[src/rtl/fifo_push_arbiter.sv]
// Round-robin arbiter that shares one FIFO push port among NUM_REQ requesters,
// with a one-entry output stage. Optional per-requester push counters: FIFO_PUSH_ARB_STATS_EN.
module fifo_push_arbiter #(
    parameter int NUM_REQ    = 4,
    parameter int DATA_WIDTH = 17,
    parameter int CNT_WIDTH  = 16
) (
    input  logic                            clk,
    input  logic                            rst_n,
    input  logic [NUM_REQ-1:0]              req_valid,
    input  logic [NUM_REQ*DATA_WIDTH-1:0]   req_data,
    output logic [NUM_REQ-1:0]              req_ready,
    input  logic                            grant_out,
    output logic                            valid_in,
    output logic [DATA_WIDTH-1:0]           data_in,
    output logic [$clog2(NUM_REQ)-1:0]      owner
`ifdef FIFO_PUSH_ARB_STATS_EN
    ,
    output logic [NUM_REQ*CNT_WIDTH-1:0]    stat_cnt
`endif
);

    localparam int IDX_W = $clog2(NUM_REQ);

    typedef enum logic {
        ST_EMPTY = 1'b0,
        ST_FULL  = 1'b1
    } state_t;

    state_t                 state_q, state_d;
    logic [DATA_WIDTH-1:0]  data_q, data_d;
    logic [IDX_W-1:0]       owner_q, owner_d;
    logic [IDX_W-1:0]       rr_last_q, rr_last_d;
    logic [IDX_W-1:0]       winner_s;
    logic                   found_s;
    logic                   can_load_s;
    logic                   accept_s;
    logic                   push_s;

    // Search for the first pending requester after the last winner, wrapping modulo NUM_REQ.
    always_comb begin : rr_search
        int               cand_v;
        logic [IDX_W-1:0] cand_idx;
        winner_s = {IDX_W{1'b0}};
        found_s  = 1'b0;
        cand_v   = 0;
        cand_idx = {IDX_W{1'b0}};
        for (int k = 1; k <= NUM_REQ; k++) begin
            cand_v   = (int'(rr_last_q) + k) % NUM_REQ;
            cand_idx = cand_v[IDX_W-1:0];
            if (!found_s && req_valid[cand_idx]) begin
                found_s  = 1'b1;
                winner_s = cand_idx;
            end else begin
                found_s  = found_s;
            end
        end
    end

    // Accept window: grant_out bypasses straight to req_ready so a full stage can refill in the push cycle.
    always_comb begin
        can_load_s = (state_q == ST_EMPTY) || grant_out;
        accept_s   = rst_n && can_load_s && found_s;
        push_s     = (state_q == ST_FULL) && grant_out;
        if (accept_s) begin
            req_ready = {{(NUM_REQ-1){1'b0}}, 1'b1} << winner_s;
        end else begin
            req_ready = {NUM_REQ{1'b0}};
        end
    end

    // Output-stage FSM next state and datapath load.
    always_comb begin
        state_d   = state_q;
        data_d    = data_q;
        owner_d   = owner_q;
        rr_last_d = rr_last_q;
        case (state_q)
            ST_EMPTY: begin
                if (accept_s) begin
                    state_d = ST_FULL;
                end else begin
                    state_d = ST_EMPTY;
                end
            end
            ST_FULL: begin
                if (accept_s) begin
                    state_d = ST_FULL;
                end else if (push_s) begin
                    state_d = ST_EMPTY;
                end else begin
                    state_d = ST_FULL;
                end
            end
            default: begin
                state_d = ST_EMPTY;
            end
        endcase
        if (accept_s) begin
            data_d    = req_data[winner_s*DATA_WIDTH +: DATA_WIDTH];
            owner_d   = winner_s;
            rr_last_d = winner_s;
        end else begin
            data_d    = data_q;
        end
    end

    // State and output-stage registers; reset drops any buffered word.
    always_ff @(posedge clk or negedge rst_n) begin
        if (!rst_n) begin
            state_q   <= ST_EMPTY;
            data_q    <= {DATA_WIDTH{1'b0}};
            owner_q   <= {IDX_W{1'b0}};
            rr_last_q <= IDX_W'(NUM_REQ - 1);
        end else begin
            state_q   <= state_d;
            data_q    <= data_d;
            owner_q   <= owner_d;
            rr_last_q <= rr_last_d;
        end
    end

    assign valid_in = (state_q == ST_FULL);
    assign data_in  = data_q;
    assign owner    = owner_q;

`ifdef FIFO_PUSH_ARB_STATS_EN
    logic [NUM_REQ*CNT_WIDTH-1:0] stat_q, stat_d;

    // Saturating push counter per owner.
    always_comb begin
        stat_d = stat_q;
        for (int i = 0; i < NUM_REQ; i++) begin
            if (push_s && (owner_q == IDX_W'(i)) &&
                (stat_q[i*CNT_WIDTH +: CNT_WIDTH] != {CNT_WIDTH{1'b1}})) begin
                stat_d[i*CNT_WIDTH +: CNT_WIDTH] = stat_q[i*CNT_WIDTH +: CNT_WIDTH] +
                                                   {{(CNT_WIDTH-1){1'b0}}, 1'b1};
            end else begin
                stat_d[i*CNT_WIDTH +: CNT_WIDTH] = stat_q[i*CNT_WIDTH +: CNT_WIDTH];
            end
        end
    end

    // Counter registers, cleared only by reset.
    always_ff @(posedge clk or negedge rst_n) begin
        if (!rst_n) begin
            stat_q <= {(NUM_REQ*CNT_WIDTH){1'b0}};
        end else begin
            stat_q <= stat_d;
        end
    end

    assign stat_cnt = stat_q;
`endif

endmodule

[config.mk]
export PLATFORM = sky130hd
export DESIGN_NAME = fifo_push_arbiter
export DESIGN_NICKNAME = d
export VERILOG_FILES = /design/src/rtl/fifo_push_arbiter.sv
export SDC_FILE = /design/constraint.sdc
export NUM_CORES = 1
export LEC_CHECK = 0
export BUFFER_PORTS_ARGS = -buffer_cell sky130_fd_sc_hd__buf_2
export CELL_PAD_IN_SITES_DETAIL_PLACEMENT = 1
export CELL_PAD_IN_SITES_GLOBAL_PLACEMENT = 1
export CORE_AREA = 2 2 77 79
export CTS_CLUSTER_DIAMETER = 150
export DETAILED_ROUTE_END_ITERATION = 8
export DIE_AREA = 0 0 79 81
export PLACE_DENSITY = 0.83
export SLEW_MARGIN = 10
export SYNTH_ARGS = -nofsm -noshare
export SYNTH_HDL_FRONTEND = slang
export SYNTH_SLANG_ARGS = --single-unit
[constraint.sdc]
create_clock -name clk -period 2 [get_ports clk]
set_input_delay 0.2 -clock clk [delete_from_list [all_inputs] [get_ports clk]]
set_output_delay 0.2 -clock clk [all_outputs]
set_load 0.05 [all_outputs]
== Yosys cells after proc, flatten, opt, wreduce, memory -nomap -nowiden ==
Index checks and enable logic that the tools add are counted.
Storage, ports and cells
  output and inout bits: 24
  word-level logic and storage cells: 47
  register bits: 22
Cells by class
  $add $sub $neg: 4
  multipliers: 1
  $lt $le $gt $ge: 4
  reductions and logical operators: 10
  mux-type cells: 21
  bitwise operators: 1
  shifts and indexed selects: 2
Operator list (count)
  variable part select 68 x 8 -> 17 bit: 1
  less-than comparator 2 x 3 -> 1 bit, second input constant: 4
  2-to-1 mux 1 bit: 11
  binary-select mux 1 bit (select 2 bit): 4
  2-to-1 mux 2 bit: 4
  multiplier 2 x 5 -> 7 bit, second input constant: 1
  logical AND 1 bit: 6
  adder 2 x 1 -> 2 bit, second input constant: 2
  adder 2 bit, second input constant: 2
  2-to-1 mux 4 bit: 1
  << shifter 1 x 2 -> 4 bit, first input constant: 1
  zero test 1 bit: 3
  one-hot mux 1 bit (2 select lines): 1
  logical OR 1 bit: 1
  inverter 1 bit: 1

== Depth between registers and ports, before layout ==
  depth after elaboration: 16
  depth in mapped cells: 8

== Least setup slack after synthesis ==
No wires, ideal clock.
  path kind: register -> output
  start point: register state_q, in the netlist valid_in
  end point: output port req_ready[1]
  path buffers: 1
  arrival: 2.047 ns
  stages on the path, launching flop included: 6
  slack: -0.247 ns
  cell sequence: dfrtp_1 nand2b_1 nand3_2 a21oi_2 clkbuf_1 nor2b_1
Between the ends
  cells in the longest elaborated chain, start to end: 5
Ends and longest elaborated chain
  start, declared: RTL line 30  | state_t state_q, state_d;
  start signal, assigned: RTL line 116  | state_q <= state_d;
  inverter 1 bit
  logical OR 1 bit: RTL line 62  | can_load_s = (state_q == ST_EMPTY) || grant_out;
  logical AND 1 bit (2 in a row): RTL line 63  | accept_s = rst_n && can_load_s && found_s;
  2-to-1 mux 4 bit: RTL line 65  | if (accept_s) begin
  end, declared: RTL line 12  | output logic [NUM_REQ-1:0] req_ready,
No other way between the ends.

== Worst setup path after layout ==
  start point: register rr_last_q[0]
  end point: register data_q[1], in the netlist data_in[1]
Between the ends
  cells in the longest elaborated chain, start to end: 15
Ends and longest elaborated chain
  start, declared: RTL line 33  | logic [IDX_W-1:0] rr_last_q, rr_last_d;
  start signal, assigned: RTL line 114  | rr_last_q <= IDX_W'(NUM_REQ - 1);
  start signal, assigned: RTL line 119  | rr_last_q <= rr_last_d;
  adder 2 x 1 -> 2 bit: RTL line 49  | cand_v = (int'(rr_last_q) + k) % NUM_REQ;
  binary-select mux 1 bit (select 2 bit): RTL line 51  | if (!found_s && req_valid[cand_idx]) begin
  2-to-1 mux 1 bit (implied by the code): RTL line 51
  2-to-1 mux 1 bit: RTL line 51
  zero test 1 bit: RTL line 51
  logical AND 1 bit: RTL line 51
  2-to-1 mux 1 bit: RTL line 51
  zero test 1 bit: RTL line 51
  logical AND 1 bit: RTL line 51
  2-to-1 mux 1 bit: RTL line 51
  zero test 1 bit: RTL line 51
  logical AND 1 bit: RTL line 51
  2-to-1 mux 2 bit: RTL line 51
  multiplier 2 x 5 -> 7 bit: RTL line 100  | data_d = req_data[winner_s*DATA_WIDTH +: DATA_WIDTH];
  variable part select 68 x 8 -> 17 bit: RTL line 100
  end signal, assigned: RTL line 112  | data_q <= {DATA_WIDTH{1'b0}};
  end signal, assigned: RTL line 117  | data_q <= data_d;
  end, declared: RTL line 31  | logic [DATA_WIDTH-1:0] data_q, data_d;
Parallel ways exist; a longest one is shown, timed or not. The select of a mux whose other input is x is not followed.
A chain may end at the register's enable or synchronous reset.

==> results.sh <==
export IMPL_dr_pass1_iters=4
export IMPL_drive_gt1_frac=0.4221
export IMPL_ys_ff_latch=22
export IMPL_cts_tree="yes"
export IMPL_grt_max_degree=36
export IMPL_finClkSkew_ns=0.003391
export IMPL_period_minus_slack_ns=1.917
export IMPL_whs_ns=0.04574
export IMPL_multiInputGateArea_um2=918.4
export IMPL_cp_slowest_cell="dfstp_2"
export IMPL_dpl_cell_count=356
export IMPL_ant_nets=0
export IMPL_syn_nets=267
export IMPL_synth_cell_types=30
export IMPL_rsz0062_at_grt="no"
export IMPL_slew_headroom=0.3765
export IMPL_layout_commonest_cell="buf_2"
export IMPL_clk_latency_ns=0.25
export IMPL_cts_buffer_depth=2
export IMPL_clock_sinks=22
export IMPL_crit_path_max_fanout=34
export IMPL_p_leak_nw=1.207
export IMPL_setup_tns_ns=0
export IMPL_wire_per_inst_um=15.22
export IMPL_viasPerCell=4.995
export IMPL_worst_setup_path_type="reg -> reg"
export IMPL_num_io_pins=99
export IMPL_ys_seq_area_frac=0.3418
export IMPL_cts_root_buf="clkbuf_8"
export IMPL_worstMarginPinSlew_ns=0.9322
export IMPL_fp_dieW_um=79
export IMPL_antenna_found_initial=0
export IMPL_port_buffers=98
export IMPL_start_util=0.2851
export IMPL_routed_wl_um=5539
export IMPL_first_iter_violations=46
export IMPL_hold_viol=0
export IMPL_start_kind="flip-flop"
export IMPL_hold_path_class="in -> async"
export IMPL_gp_congestion=0.8247
export IMPL_drc=0
export IMPL_n_fill_cell=739
export IMPL_drv_slew=0
export IMPL_vdd_ir_drop_max_v=0.0002926
export IMPL_setup_viol=0
export IMPL_track_usage=0.1758
export IMPL_diodes=0
export IMPL_preCtsSetupSlack_ns=-0.1132
export IMPL_coreArea_um2=5675
export IMPL_yosys_warnings=0
export IMPL_place_hpwl_um=4272
export IMPL_fmax_ghz=0.5216
export IMPL_required_ns=2.13
export IMPL_grt_overflow=0
export IMPL_cts_buffers=3
export IMPL_endpoint_kind="flip-flop"
export IMPL_cp_slowest_stage_delay_ns=0.38
export IMPL_path_cells="nand2b_1 -> a21o_1 -> buf_4 -> buf_4 -> buf_12 -> and4_1 -> o21ai_0 -> o211ai_1"
export IMPL_stdcell_count=364
export IMPL_grt_pass1_wl_um=8963
export IMPL_layout_area_seq_um2=553.0
export IMPL_synthesis_area_um2=1618
export IMPL_cpMostUsedCell="buf_4"
export IMPL_clk_pin_slew_ns=0.08
export IMPL_dieArea_um2=6399
export IMPL_die_h_um=81
export IMPL_vias=1818
export IMPL_powerDensity_nw_per_um2=1028
export IMPL_syn_to_final_growth_pct=42.77
export IMPL_nets=365
export IMPL_cap_viol_max_count=0
export IMPL_fin_ws_ns=0.08276
export IMPL_synthCells=192
export IMPL_status="finished, final reports clean"
export IMPL_final_cell_mix="95 x buf_2, 25 x nand2_1, 20 x dfrtp_1"
export IMPL_avgSynthCellArea_um2=8.426
export IMPL_grt_pass1_vias=1797
export IMPL_worst_ep_arrival_time_ns=2.04
export IMPL_row_count=28
export IMPL_timing_final_crit_share=0.9586
export IMPL_h_tree_depth=1
-- synthesized netlist by cell type, drive strengths merged --
cell type / number / share of area
o22a: 1 / 0.0054
nand2: 25 / 0.058
mux2i: 17 / 0.11
clkbuf: 10 / 0.023
o21a: 1 / 0.0046
and2: 1 / 0.0039
nand2b: 5 / 0.019
nand3: 2 / 0.0093
nor2: 3 / 0.0070
inv: 19 / 0.044
and3: 3 / 0.015
nor2b: 1 / 0.0039
or4: 1 / 0.0070
dfstp: 2 / 0.032
dfrtp: 20 / 0.31
o211ai: 18 / 0.084
a21bo: 1 / 0.0062
o21ai: 18 / 0.056
buf: 7 / 0.035
a21boi: 1 / 0.0046
and4: 17 / 0.092
a21o: 1 / 0.0046
a31oi: 17 / 0.066
a21oi: 1 / 0.0054
-- area by class of cell --
class                   instances  share of cell area
inverters                      19             0.03088
repair buffers                110              0.2719
clock buffers                   4             0.01950
well taps                      75             0.04063
flip-flops and latches         22              0.2394
multi-input cells             134              0.3976
-- stage by stage --
stage          instance area, µm²    util  total power (W)
4_1_cts                      2288  0.4032         0.002384
6_report                     2310  0.4070         0.002374
3_5_place_dp                 2212  0.3898         0.002090
2_1_floorplan                1620       -         0.001692
3_3_place_gp                 2212  0.3898         0.002049
5_1_grt                      2310  0.4070         0.002536
-- cells by family after synthesis --
kind of cell,share of synthesized area
DFF,0.3418
buffers and inverters,0.1021
and+or+nand+nor,0.2150
muxes,0.1052
AOI/OAI and AO/OA,0.2359
-- worst max-delay path: cells and delay by family, from the launching register on --
family                 cells  cell delay [ns]
AOI/OAI and AO/OA          3             0.63
DFF                        1             0.38
buffers and inverters      3             0.41
and+or+nand+nor            2             0.36
-- sequential cells by signal, summed over array words and instances, names as in the netlist --
name	count
data_in	17
rr_last_q	2
owner	2
valid_in	1
-- worst paths after layout --
check / startpoint / endpoint / slack (ns) / cells after the start
min: rst_n / rr_last_q[1]$_DFFE_PN1P_ / 0.05 / 2
max reg2reg: rr_last_q[0]$_DFFE_PN1P_ / data_in[1]$_DFFE_PN0P_ / 0.08 / 8
max in group asynchronous: rst_n / data_in[8]$_DFFE_PN0P_ / 0.62 / 3
min reg2reg: owner[1]$_DFFE_PN0P_ / owner[1]$_DFFE_PN0P_ / 0.48 / 2
min in group clk: req_data[37] / data_in[3]$_DFFE_PN0P_ / 0.26 / 3
max: rr_last_q[0]$_DFFE_PN1P_ / data_in[1]$_DFFE_PN0P_ / 0.08 / 8
-- power breakdown --
group / internal [W] / leakage [nW] / switching (W)
Combinational: 0.000454 / 0.918 / 0.000967
Clock: 0.000142 / 0.0228 / 0.000135
Sequential: 0.000599 / 0.267 / 0.0000775
-- routing by layer --
metal / GRT usage / wire length, µm / vias to the layer above / share of wire
li1: - / - / 895 / -
met1: 0.2368 / 2391 / 861 / 0.43
met2: 0.3000 / 2818 / 54 / 0.51
met3: 0.01556 / 235 / 8 / 0.042
met4: 0.05517 / 93 / 0 / 0.017
met5: 0 / 0 / - / 0
-- timing repair --
item,CTS,global route
hold endpoints to repair,20,0
hold buffers,1,0
endpoints found under the setup margin,3,3
pin swaps,1,1
setup buffers,1,2
gates resized for setup,4,3
No activity file was read; power rests on OpenSTA's default activity.
